<file path="config.mk">
export PLATFORM = sky130hd
export DESIGN_NAME = fifo_burst_writer
export DESIGN_NICKNAME = d
export VERILOG_FILES = /design/src/rtl/fifo_writer_pkg.sv /design/src/rtl/fifo_wr_stage.sv /design/src/rtl/fifo_burst_writer.sv
export SDC_FILE = /design/constraint.sdc
export NUM_CORES = 1
export LEC_CHECK = 0
export CAP_MARGIN = 25
export CORE_UTILIZATION = 48
export DETAILED_ROUTE_END_ITERATION = 16
export PLACE_DENSITY_LB_ADDON = 0.15
export SYNTH_ARGS = -nofsm -noshare
export SYNTH_HDL_FRONTEND = slang
export SYNTH_SLANG_ARGS = --single-unit
export TNS_END_PERCENT = 100
</file>
<file path="constraint.sdc">
create_clock -name wr_clk -period 1.9 [get_ports wr_clk]
set_input_delay 0.38 -clock wr_clk [delete_from_list [all_inputs] [get_ports wr_clk]]
set_output_delay 0.38 -clock wr_clk [all_outputs]
set_load 0.05 [all_outputs]
</file>
<file path="src/rtl/fifo_writer_pkg.sv">
// rtl/fifo_writer_pkg.sv - shared types for the FIFO burst writer
package fifo_writer_pkg;
  typedef enum logic [1:0] {IDLE, FILL, WAIT_ROOM, DRAIN} wr_state_t;
endpackage

</file>
<file path="src/rtl/fifo_wr_stage.sv">
// rtl/fifo_wr_stage.sv - staging register array feeding one FIFO burst
module fifo_wr_stage #(
  parameter int DATA_WIDTH = 8,
  parameter int BURST_LEN  = 4,
  localparam int CNTW = $clog2(BURST_LEN + 1),
  localparam int IW   = (BURST_LEN > 1) ? $clog2(BURST_LEN) : 1
) (
  input  logic                  wr_clk,
  input  logic                  rst_n,
  input  logic                  clr,
  input  logic                  push,
  input  logic [DATA_WIDTH-1:0] push_data,
  input  logic                  pop,
  output logic [CNTW-1:0]       count,
  output logic [CNTW-1:0]       rd_idx,
  output logic [DATA_WIDTH-1:0] rd_data
);
  logic [DATA_WIDTH-1:0] mem [0:(1<<IW)-1];
  logic [CNTW-1:0]       wr_idx;

  // Words are only appended after a clear, so the write index doubles as the count.
  always_ff @(posedge wr_clk or negedge rst_n) begin
    if (!rst_n) begin
      wr_idx <= '0;
      rd_idx <= '0;
    end else if (clr) begin
      wr_idx <= '0;
      rd_idx <= '0;
    end else begin
      if (push) wr_idx <= wr_idx + 1'b1;
      if (pop)  rd_idx <= rd_idx + 1'b1;
    end
  end

  always_ff @(posedge wr_clk) begin
    if (push) mem[wr_idx[IW-1:0]] <= push_data;
  end

  assign count   = wr_idx;
  assign rd_data = mem[rd_idx[IW-1:0]];
endmodule

</file>
<file path="src/rtl/fifo_burst_writer.sv">
// rtl/fifo_burst_writer.sv - stages words and writes whole bursts into the async FIFO
// Optional ACK_CHECK_EN: checks fifo_wr_ack against the previous cycle's fifo_wr_en.
module fifo_burst_writer
  import fifo_writer_pkg::*;
#(
  parameter int DATA_WIDTH    = 8,
  parameter int FIFO_DEPTH    = 16,
  parameter int BURST_LEN     = 4,
  parameter int FLUSH_TIMEOUT = 15,
  localparam int CW = $clog2(FIFO_DEPTH - 1) + 1
) (
  input  logic                  wr_clk,
  input  logic                  rst_n,
  input  logic                  s_valid,
  output logic                  s_ready,
  input  logic [DATA_WIDTH-1:0] s_data,
  input  logic                  s_last,
  output logic                  fifo_wr_en,
  output logic [DATA_WIDTH-1:0] fifo_din,
  input  logic                  fifo_full,
  input  logic [CW-1:0]         fifo_wr_count,
  input  logic                  fifo_wr_ack,
  output logic                  burst_active,
  output logic [15:0]           bursts_done,
  output logic                  err_overflow,
  output logic                  err_ack
);
  localparam int CNTW = $clog2(BURST_LEN + 1);
  localparam int TW   = (FLUSH_TIMEOUT > 0) ? $clog2(FLUSH_TIMEOUT + 1) : 1;
  localparam logic [CNTW-1:0] BURST_C      = CNTW'(BURST_LEN);
  localparam logic [TW-1:0]   TIMEOUT_LAST = TW'(FLUSH_TIMEOUT - 1);
  localparam logic [CW:0]     DEPTH_C      = (CW + 1)'(FIFO_DEPTH);

  wr_state_t             state, next_state;
  logic [CNTW-1:0]       stage_cnt, rd_idx;
  logic [DATA_WIDTH-1:0] rd_data, din_d;
  logic [TW-1:0]         idle_cnt;
  logic [CW:0]           room;
  logic                  last_seen, accept, room_ok, fill_done, timeout_hit, drain_done;
  logic                  pop, clr, wr_en_d, burst_active_d;

  fifo_wr_stage #(.DATA_WIDTH(DATA_WIDTH), .BURST_LEN(BURST_LEN)) u_stage (
    .wr_clk    (wr_clk),
    .rst_n     (rst_n),
    .clr       (clr),
    .push      (accept),
    .push_data (s_data),
    .pop       (pop),
    .count     (stage_cnt),
    .rd_idx    (rd_idx),
    .rd_data   (rd_data)
  );

  assign s_ready     = (state == IDLE || state == FILL) && stage_cnt < BURST_C && !last_seen;
  assign accept      = s_valid && s_ready;
  assign fill_done   = accept && (s_last || stage_cnt + 1'b1 == BURST_C);
  assign timeout_hit = (FLUSH_TIMEOUT != 0) && state == FILL && !accept && idle_cnt == TIMEOUT_LAST;
  // Occupancy is pessimistic, so this room figure can only under-estimate.
  assign room        = DEPTH_C - {1'b0, fifo_wr_count};
  assign room_ok     = room >= (CW + 1)'(stage_cnt) && !fifo_full;
  assign drain_done  = state == DRAIN && !fifo_full && fifo_wr_en && rd_idx == stage_cnt;

  always_ff @(posedge wr_clk or negedge rst_n) begin
    if (!rst_n) state <= IDLE;
    else        state <= next_state;
  end

  always_comb begin
    next_state = state;
    case (state)
      IDLE, FILL: begin
        if (fill_done || timeout_hit) next_state = WAIT_ROOM;
        else if (accept)              next_state = FILL;
      end
      WAIT_ROOM: if (room_ok)    next_state = DRAIN;
      DRAIN:     if (drain_done) next_state = IDLE;
      default:                   next_state = IDLE;
    endcase
  end

  // A word presented while full is not consumed: it stays in fifo_din and is re-presented.
  always_comb begin
    pop            = 1'b0;
    clr            = 1'b0;
    wr_en_d        = 1'b0;
    din_d          = fifo_din;
    burst_active_d = (next_state == DRAIN);
    case (state)
      WAIT_ROOM: begin
        if (room_ok) begin
          wr_en_d = 1'b1;
          din_d   = rd_data;
          pop     = 1'b1;
        end
      end
      DRAIN: begin
        if (fifo_full) begin
          wr_en_d = 1'b0;
        end else if (drain_done) begin
          clr = 1'b1;
        end else begin
          wr_en_d = 1'b1;
          if (fifo_wr_en) begin
            din_d = rd_data;
            pop   = 1'b1;
          end
        end
      end
      default: ;
    endcase
  end

  always_ff @(posedge wr_clk or negedge rst_n) begin
    if (!rst_n) begin
      fifo_wr_en   <= 1'b0;
      fifo_din     <= '0;
      burst_active <= 1'b0;
      bursts_done  <= '0;
      err_overflow <= 1'b0;
      idle_cnt     <= '0;
      last_seen    <= 1'b0;
    end else begin
      fifo_wr_en   <= wr_en_d;
      fifo_din     <= din_d;
      burst_active <= burst_active_d;
      idle_cnt     <= (state == FILL && !accept) ? idle_cnt + 1'b1 : '0;
      if (clr)                      bursts_done  <= bursts_done + 16'd1;
      if (state == DRAIN && fifo_full) err_overflow <= 1'b1;
      if (accept && s_last)         last_seen    <= 1'b1;
      else if (clr)                 last_seen    <= 1'b0;
    end
  end

`ifdef ACK_CHECK_EN
  logic ack_exp, err_ack_q;
  always_ff @(posedge wr_clk or negedge rst_n) begin
    if (!rst_n) begin
      ack_exp   <= 1'b0;
      err_ack_q <= 1'b0;
    end else begin
      ack_exp <= fifo_wr_en;
      if (fifo_wr_ack != ack_exp) err_ack_q <= 1'b1;
    end
  end
  assign err_ack = err_ack_q;
`else
  logic unused_wr_ack;
  assign unused_wr_ack = fifo_wr_ack;
  assign err_ack       = 1'b0;
`endif
endmodule

</file>
# Word level (Yosys, flattened, before mapping)
# Memory sizes are Yosys's and may differ from the RTL's.
# Cells that the tools add are included.
word_totals:
  ff_bits: 40
  mem_bits_rw: 32
  inputBits: 19
  out_inout_bits: 29
  elab_cells: 84
  mem_count: 1
mem_list:
  columns: ["memory", "depth", "word_bits", "read_ports", "rd_clocked_by_memory_dff", "write_ports", "line_no", "text"]
  rows:
  - ["u_stage.mem", 4, 8, 1, 0, 1, "fifo_wr_stage.sv:18", "logic [DATA_WIDTH-1:0] mem [0:(1<<IW)-1];"]
classes:
  n_addsub: 5
  magnitude_cmp: 2
  n_eq_ne: 11
  mux: 30
  reduce_logical: 25
ops:
  columns: ["op", "count"]
  rows:
  - ["2-to-1 mux 8 bit", 4]
  - ["adder 16 x 1 -> 16 bit, second input constant", 1]
  - ["one-hot mux 8 bit (2 select lines)", 1]
  - ["2-to-1 mux 1 bit", 13]
  - ["logical AND 1 bit", 12]
  - ["2-to-1 mux 3 bit", 4]
  - ["2-to-1 mux 2 bit", 4]
  - ["!= test 2 bit, second input constant", 4]
  - ["nonzero test 2 bit", 4]
  - ["adder 3 x 1 -> 3 bit, second input constant", 2]
  - ["equality test 2 bit, second input constant", 3]
  - [">= comparator 6 x 3 -> 1 bit", 1]
  - ["one-hot mux 2 bit (3 select lines)", 1]
  - ["subtractor 5 x 5 -> 6 bit, first input constant", 1]
  - ["AND reduction 5 bit", 1]
  - ["adder 4 x 1 -> 4 bit, second input constant", 1]
  - ["equality test 4 bit, second input constant", 1]
  - ["2-to-1 mux 4 bit", 1]
  - ["one-hot mux 1 bit (2 select lines)", 2]
  - ["equality test 3 bit", 1]
  - ["equality test 3 bit, second input constant", 1]
  - ["zero test 1 bit", 3]
  - ["logical OR 1 bit", 3]
  - ["less-than comparator 3 bit, second input constant", 1]
  - ["other kinds (3)", 3]

# Depth between registers and ports, before layout
depth:
  ltp_word: 12
  mapped_depth: 9
  depth_no_buf: 9

# Cells and area by module
# A second synthesis with hierarchy kept.
unflattened:
  hier_cells: 220
  area_unflattened_um2: 3161.8
by_module_without_submodules:
  columns: ["mod", "n_inst", "cells_each", "area_per_inst_um2", "seq_area_each_um2"]
  rows:
  - ["fifo_burst_writer", 1, 146, 1656.6, 850.8]
  - ["fifo_wr_stage", 1, 74, 1505.2, 1111.1]

# Worst setup path before layout
# No wires, ideal clock.
synth_path:
  path_type: "register -> register"
  from: "register state[1]"
  to: "register state[1]"
  setup_ns: 0.121
  arrival_ns: 2.380
  t_required_ns: 1.779
  path_slack_ns: -0.600
  stages_incl_launch_ff: 7
  path_buffers: 1
  period_less_slack_ns: 2.500
  cell_sequence: "dfrtp_1 buf_6 nor3_1 nand2_1 or3_1 a21oi_1 nor2_1"
synth_via:
  elab_chain_len: 11
  word_cells_on_any_way: 22
  classes_between: "3 x eq/ne; 5 x mux; 14 x reduce/logical"
synth_lines:
  columns: ["element", "line_no", "text"]
  rows:
  - ["start: declaration", "fifo_burst_writer.sv:34", "wr_state_t state, next_state;"]
  - ["start signal: assignment", "fifo_burst_writer.sv:65", "else state <= next_state;"]
  - ["equality test 2 x 1 -> 1 bit / zero test 2 bit (equally long branches)", "fifo_burst_writer.sv:54", "assign s_ready = (state == IDLE || state == FILL) && stage_cnt < BURST_C && !last_seen;"]
  - ["logical OR 1 bit *", "fifo_burst_writer.sv:54", null]
  - ["logical AND 1 bit * (2 in series)", "fifo_burst_writer.sv:54", null]
  - ["named net s_ready", "fifo_burst_writer.sv:15", "output logic s_ready,"]
  - ["logical AND 1 bit *", "fifo_burst_writer.sv:55", "assign accept = s_valid && s_ready;"]
  - ["zero test 1 bit", "fifo_burst_writer.sv:57", "assign timeout_hit = (FLUSH_TIMEOUT != 0) && state == FILL && !accept && idle_cnt == TIMEOUT_LAST;"]
  - ["logical AND 1 bit (2 in series)", "fifo_burst_writer.sv:57", null]
  - ["logical OR 1 bit", "fifo_burst_writer.sv:72", "if (fill_done || timeout_hit) next_state = WAIT_ROOM;"]
  - ["2-to-1 mux 2 bit *", "fifo_burst_writer.sv:72", null]
  - ["one-hot mux 2 bit (3 select lines) *", "fifo_burst_writer.sv:70", "case (state)"]
  - ["named net next_state[1]", "fifo_burst_writer.sv:34", null]
# Mark *: on every way through the listed nets, which the timed path passes. The rest lies on a longest branch.
# A chain may end at the register's enable or synchronous reset.

# Worst setup path after layout
layout_path:
  from: "input port fifo_wr_count[1]"
  to: "register u_stage.rd_idx[0]"
layout_via:
  elab_chain_len: 6
layout_lines:
  columns: ["element", "line_no", "text"]
  rows:
  - ["start: declaration", "fifo_burst_writer.sv:21", "input logic [CW-1:0] fifo_wr_count,"]
  - ["subtractor 5 x 5 -> 6 bit", "fifo_burst_writer.sv:59", "assign room = DEPTH_C - {1'b0, fifo_wr_count};"]
  - [">= comparator 6 x 3 -> 1 bit", "fifo_burst_writer.sv:60", "assign room_ok = room >= (CW + 1)'(stage_cnt) && !fifo_full;"]
  - ["logical AND 1 bit", "fifo_burst_writer.sv:60", null]
  - ["2-to-1 mux 1 bit", "fifo_burst_writer.sv:90", "if (room_ok) begin"]
  - ["one-hot mux 1 bit (2 select lines)", "fifo_burst_writer.sv:88", "case (state)"]
  - ["nonzero test 2 bit (no source line)", null, null]
  - ["end signal: assignment", "fifo_wr_stage.sv:31", "if (pop) rd_idx <= rd_idx + 1'b1;"]
  - ["end: declaration", "fifo_wr_stage.sv:15", "output logic [CNTW-1:0] rd_idx,"]
# Every way passes these cells.

==> impl_metrics.py <==
metrics = {
    "final_layout": {
        "final_common_cell": "buf_4",
        "final_cells": 389,
        "fill_cells": 499,
        "antenna_cells": 0,
        "multi_input_area_mm2": 0.00132,
        "register_area_mm2": 0.00196,
        "area.growth.synth_to_final_pct": 34.0,
        "post-route-cell-area_mm2": 0.00434,
        "final_util_pct": 67.5,
        "fin_nets": 339,
        "drive_gt1_share_pct": 34.6,
        "final_cell_mix": "buf_4, dfrtp_1, edfxtp_1, nand2_1, xnor2_1",
    },
    "global_route": {
        "grt_max_degree": 23,
        "grt_pass1_wl_mm": 9.82,
        "track_usage_pct": 18.6,
        "grt_overflow_total": 0,
        "antenna_found_initial": 0,
        "first_global_vias": 2000,
    },
    "drt": {
        "ant_nets": 0,
        "routed_via_density": 5.16,
        "wl_per_cell_um": 15.3,
        "route.detailed.drc": 10,
        "drt_iter0_drc": 81,
        "via_count": 2008,
        "dr.pass1.iters": 10,
        "wirelength_mm": 5.94,
    },
    "timing": {
        "min_period_ns": 1.89,
        "clock.fmax_ghz": 0.529,
        "finalSetupTns_ns": 0,
        "max_slew_margin_pct": 66.2,
        "fin_crit_sh_pct": 99.4,
        "hold_violations": 0,
        "drv_slew": 0,
        "hold_slack_ns": 0.457,
        "grt_setup_unrepaired": "yes",
        "setup_ws_ns": 0.0111,
        "worst_pin_slew_ns": 0.506,
        "fin_skew_ns": 0.00885,
        "setup_viol": 0,
    },
    "placement": {
        "numPortBuffers": 45,
        "place_area_mm2": 0.00407,
        "gp_routability_congestion": 0.778,
        "pre_cts_ws_ns": -0.919,
        "hpwl_mm": 4.29,
        "dp.cells": 372,
    },
    "floorplan": {
        "die_area_mm2": 0.00707,
        "start_util_pct": 50.4,
        "io_pins": 48,
        "rows": 29,
        "die_w_um": 84.1,
        "design.core.area_mm2": 0.00642,
        "die_y_um": 84.1,
    },
    "worst_setup_path": {
        "cp_slowest_cell": "mux2_2",
        "worst-r2r-setup-slack_ns": 0.01,
        "end_kind": "register",
        "start_kind": "input port",
        "crit_buf_inv": 3,
        "crit_required_ns": 2.13,
        "cpLargestDelayFamily": "compound AO/OA/AOI/OAI gates",
        "critPathKind": "in2reg",
        "path_cells": "buf_4, inv_12, ha_4, xnor2_4, ha_4, o21ai_2, a21o_1, o211ai_1, buf_4, a21boi_2, mux2_2",
        "path_max_fanout": 4,
        "critical_path.max_stage_delay_ns": 0.34,
        "worst_ep_arrival_time_ns": 2.12,
    },
    "yosys": {
        "avgSynthCellArea_um2": 14.1,
        "async_flop_share_pct": 55.6,
        "netlist_area_mm2": 0.00324,
        "synth_ff_type": "dfrtp_1",
        "synth.distinct_cells": 44,
        "yosysWarnings": 0,
        "yosysSeqAreaShare_pct": 60.6,
        "syn_inst": 229,
        "syn_nets": 261,
        "synth_edf_count": 32,
        "ys_seq_elements": 72,
    },
    "power": {
        "power_mw": 5.44,
        "powerDensity_mw_per_mm2": 1250,
        "leakage_nw": 1.85,
        "vdd_ir_drop_max_mv": 0.644,
    },
    "status": {
        "violations": "design-rule violations",
        "status": "complete, but fails checks",
    },
    "hold_path": {
        "min_path_type": "reg2reg",
    },
    "clock_tree": {
        "path_clk_slew_ns": 0.08,
        "htreeDepth": 3,
        "clock_latency_ns": 0.35,
        "cts_tree": "yes",
        "cts.sinks": 72,
        "cts_buffers": 9,
        "clock_path_buffers": 2,
        "cts_root_buf": "clkbuf_8",
    },
    "job": {
        "maxCapViolCount": 0,
    },
}
## what timing repair did
action | CTS | global route
endpoints found under the hold margin | 12 | 0
gates resized for setup | 21 | 13
buffers inserted | 0 | 0
hold buffers | 1 | 0
pin swaps | 1 | 2
endpoints found under the setup margin | 31 | 22
## worst reg2reg max path, stage by stage (launching register included)
cell	delay (ns)
dfrtp_1	0.42
ha_1	0.28
nor2_1	0.08
a21o_1	0.11
o211ai_1	0.17
buf_4	0.21
a21boi_2	0.15
mux2_2	0.34
## flip-flops by register name, summed over array words and instances, names as in the netlist
name            flops
burst_active        1
state               2
fifo_din            8
err_overflow        1
fifo_wr_en          1
u_stage.rd_idx      3
last_seen           1
bursts_done        16
u_stage.count       3
u_stage.mem        32
idle_cnt            4
## power by group
| group | leakage [nW] | internal (mW) | switching, mW | total [mW] |
|---|---|---|---|---|
| registers | 0.787 | 1.87 | 0.192 | 2.06 |
| clock network | 0.101 | 0.620 | 0.614 | 1.23 |
| logic | 0.967 | 0.979 | 1.16 | 2.14 |
## area by class of cell
class                           count  share of cell area, %
Tap cell                           77                   2.22
Sequential cell                    72                   45.3
Inverter                           10                   1.44
Clock buffer                        9                   2.86
Timing Repair Buffer               75                   16.0
Multi-Input combinational cell    139                   30.4
Clock inverter                      7                   1.79
## synth_stat cells, types with 2 or more instances
cell       n  share of area, %
xnor2_1   17               4.6
nor2_1    10               1.2
buf_6      2              0.70
dfrtp_1   40                31
buf_4      2              0.46
nor3_1     3              0.46
and2_1     7               1.4
a21oi_1    4              0.62
o21ai_0    3              0.46
and4_1     2              0.54
nand3_1    9               1.4
mux4_2     8               5.6
buf_2      2              0.31
nand2_1   16               1.9
mux2i_1    2              0.62
nand2b_1   2              0.39
ha_1      13               5.0
xor2_1     5               1.4
clkbuf_1   2              0.23
nor3b_1    4              0.93
nand3b_1   3              0.70
nor2b_1    2              0.39
nand4_1    2              0.39
inv_1     10               1.2
edfxtp_1  32                30
mux2_2     9               3.1
## metal layers
layer | up-vias | wire length (µm) | GRT usage (%)
li1 | 977 | - | -
met2 | 41 | 2870 | 28.8
met1 | 981 | 2710 | 25.1
met5 | - | 0 | 0
met4 | 0 | 121 | 8.78
met3 | 9 | 232 | 4.15
## worst paths after layout
check                                 start                 to  cells after the start
max                        fifo_wr_count[1]  u_stage.rd_idx[0]                     11
min                         bursts_done[15]    bursts_done[15]                      1
max reg2reg                u_stage.count[0]  u_stage.rd_idx[0]                      7
min reg2reg                 bursts_done[15]    bursts_done[15]                      1
max in group asynchronous             rst_n     bursts_done[2]                      3
min in group asynchronous             rst_n     bursts_done[0]                      2
## cell families after synthesis
kind of cell | count (synthesis) | synth area share (%)
other | 1 | 0.116
buffers and inverters | 18 | 2.86
flip-flops | 72 | 60.6
AO/OA/AOI/OAI | 16 | 3.52
adder cells (fa/ha/maj) | 13 | 5.03
AND/OR/NAND/NOR | 67 | 12.2
multiplexers | 20 | 9.67
XOR/XNOR | 22 | 5.95
Note: power is estimated with default switching activity, not from simulation.
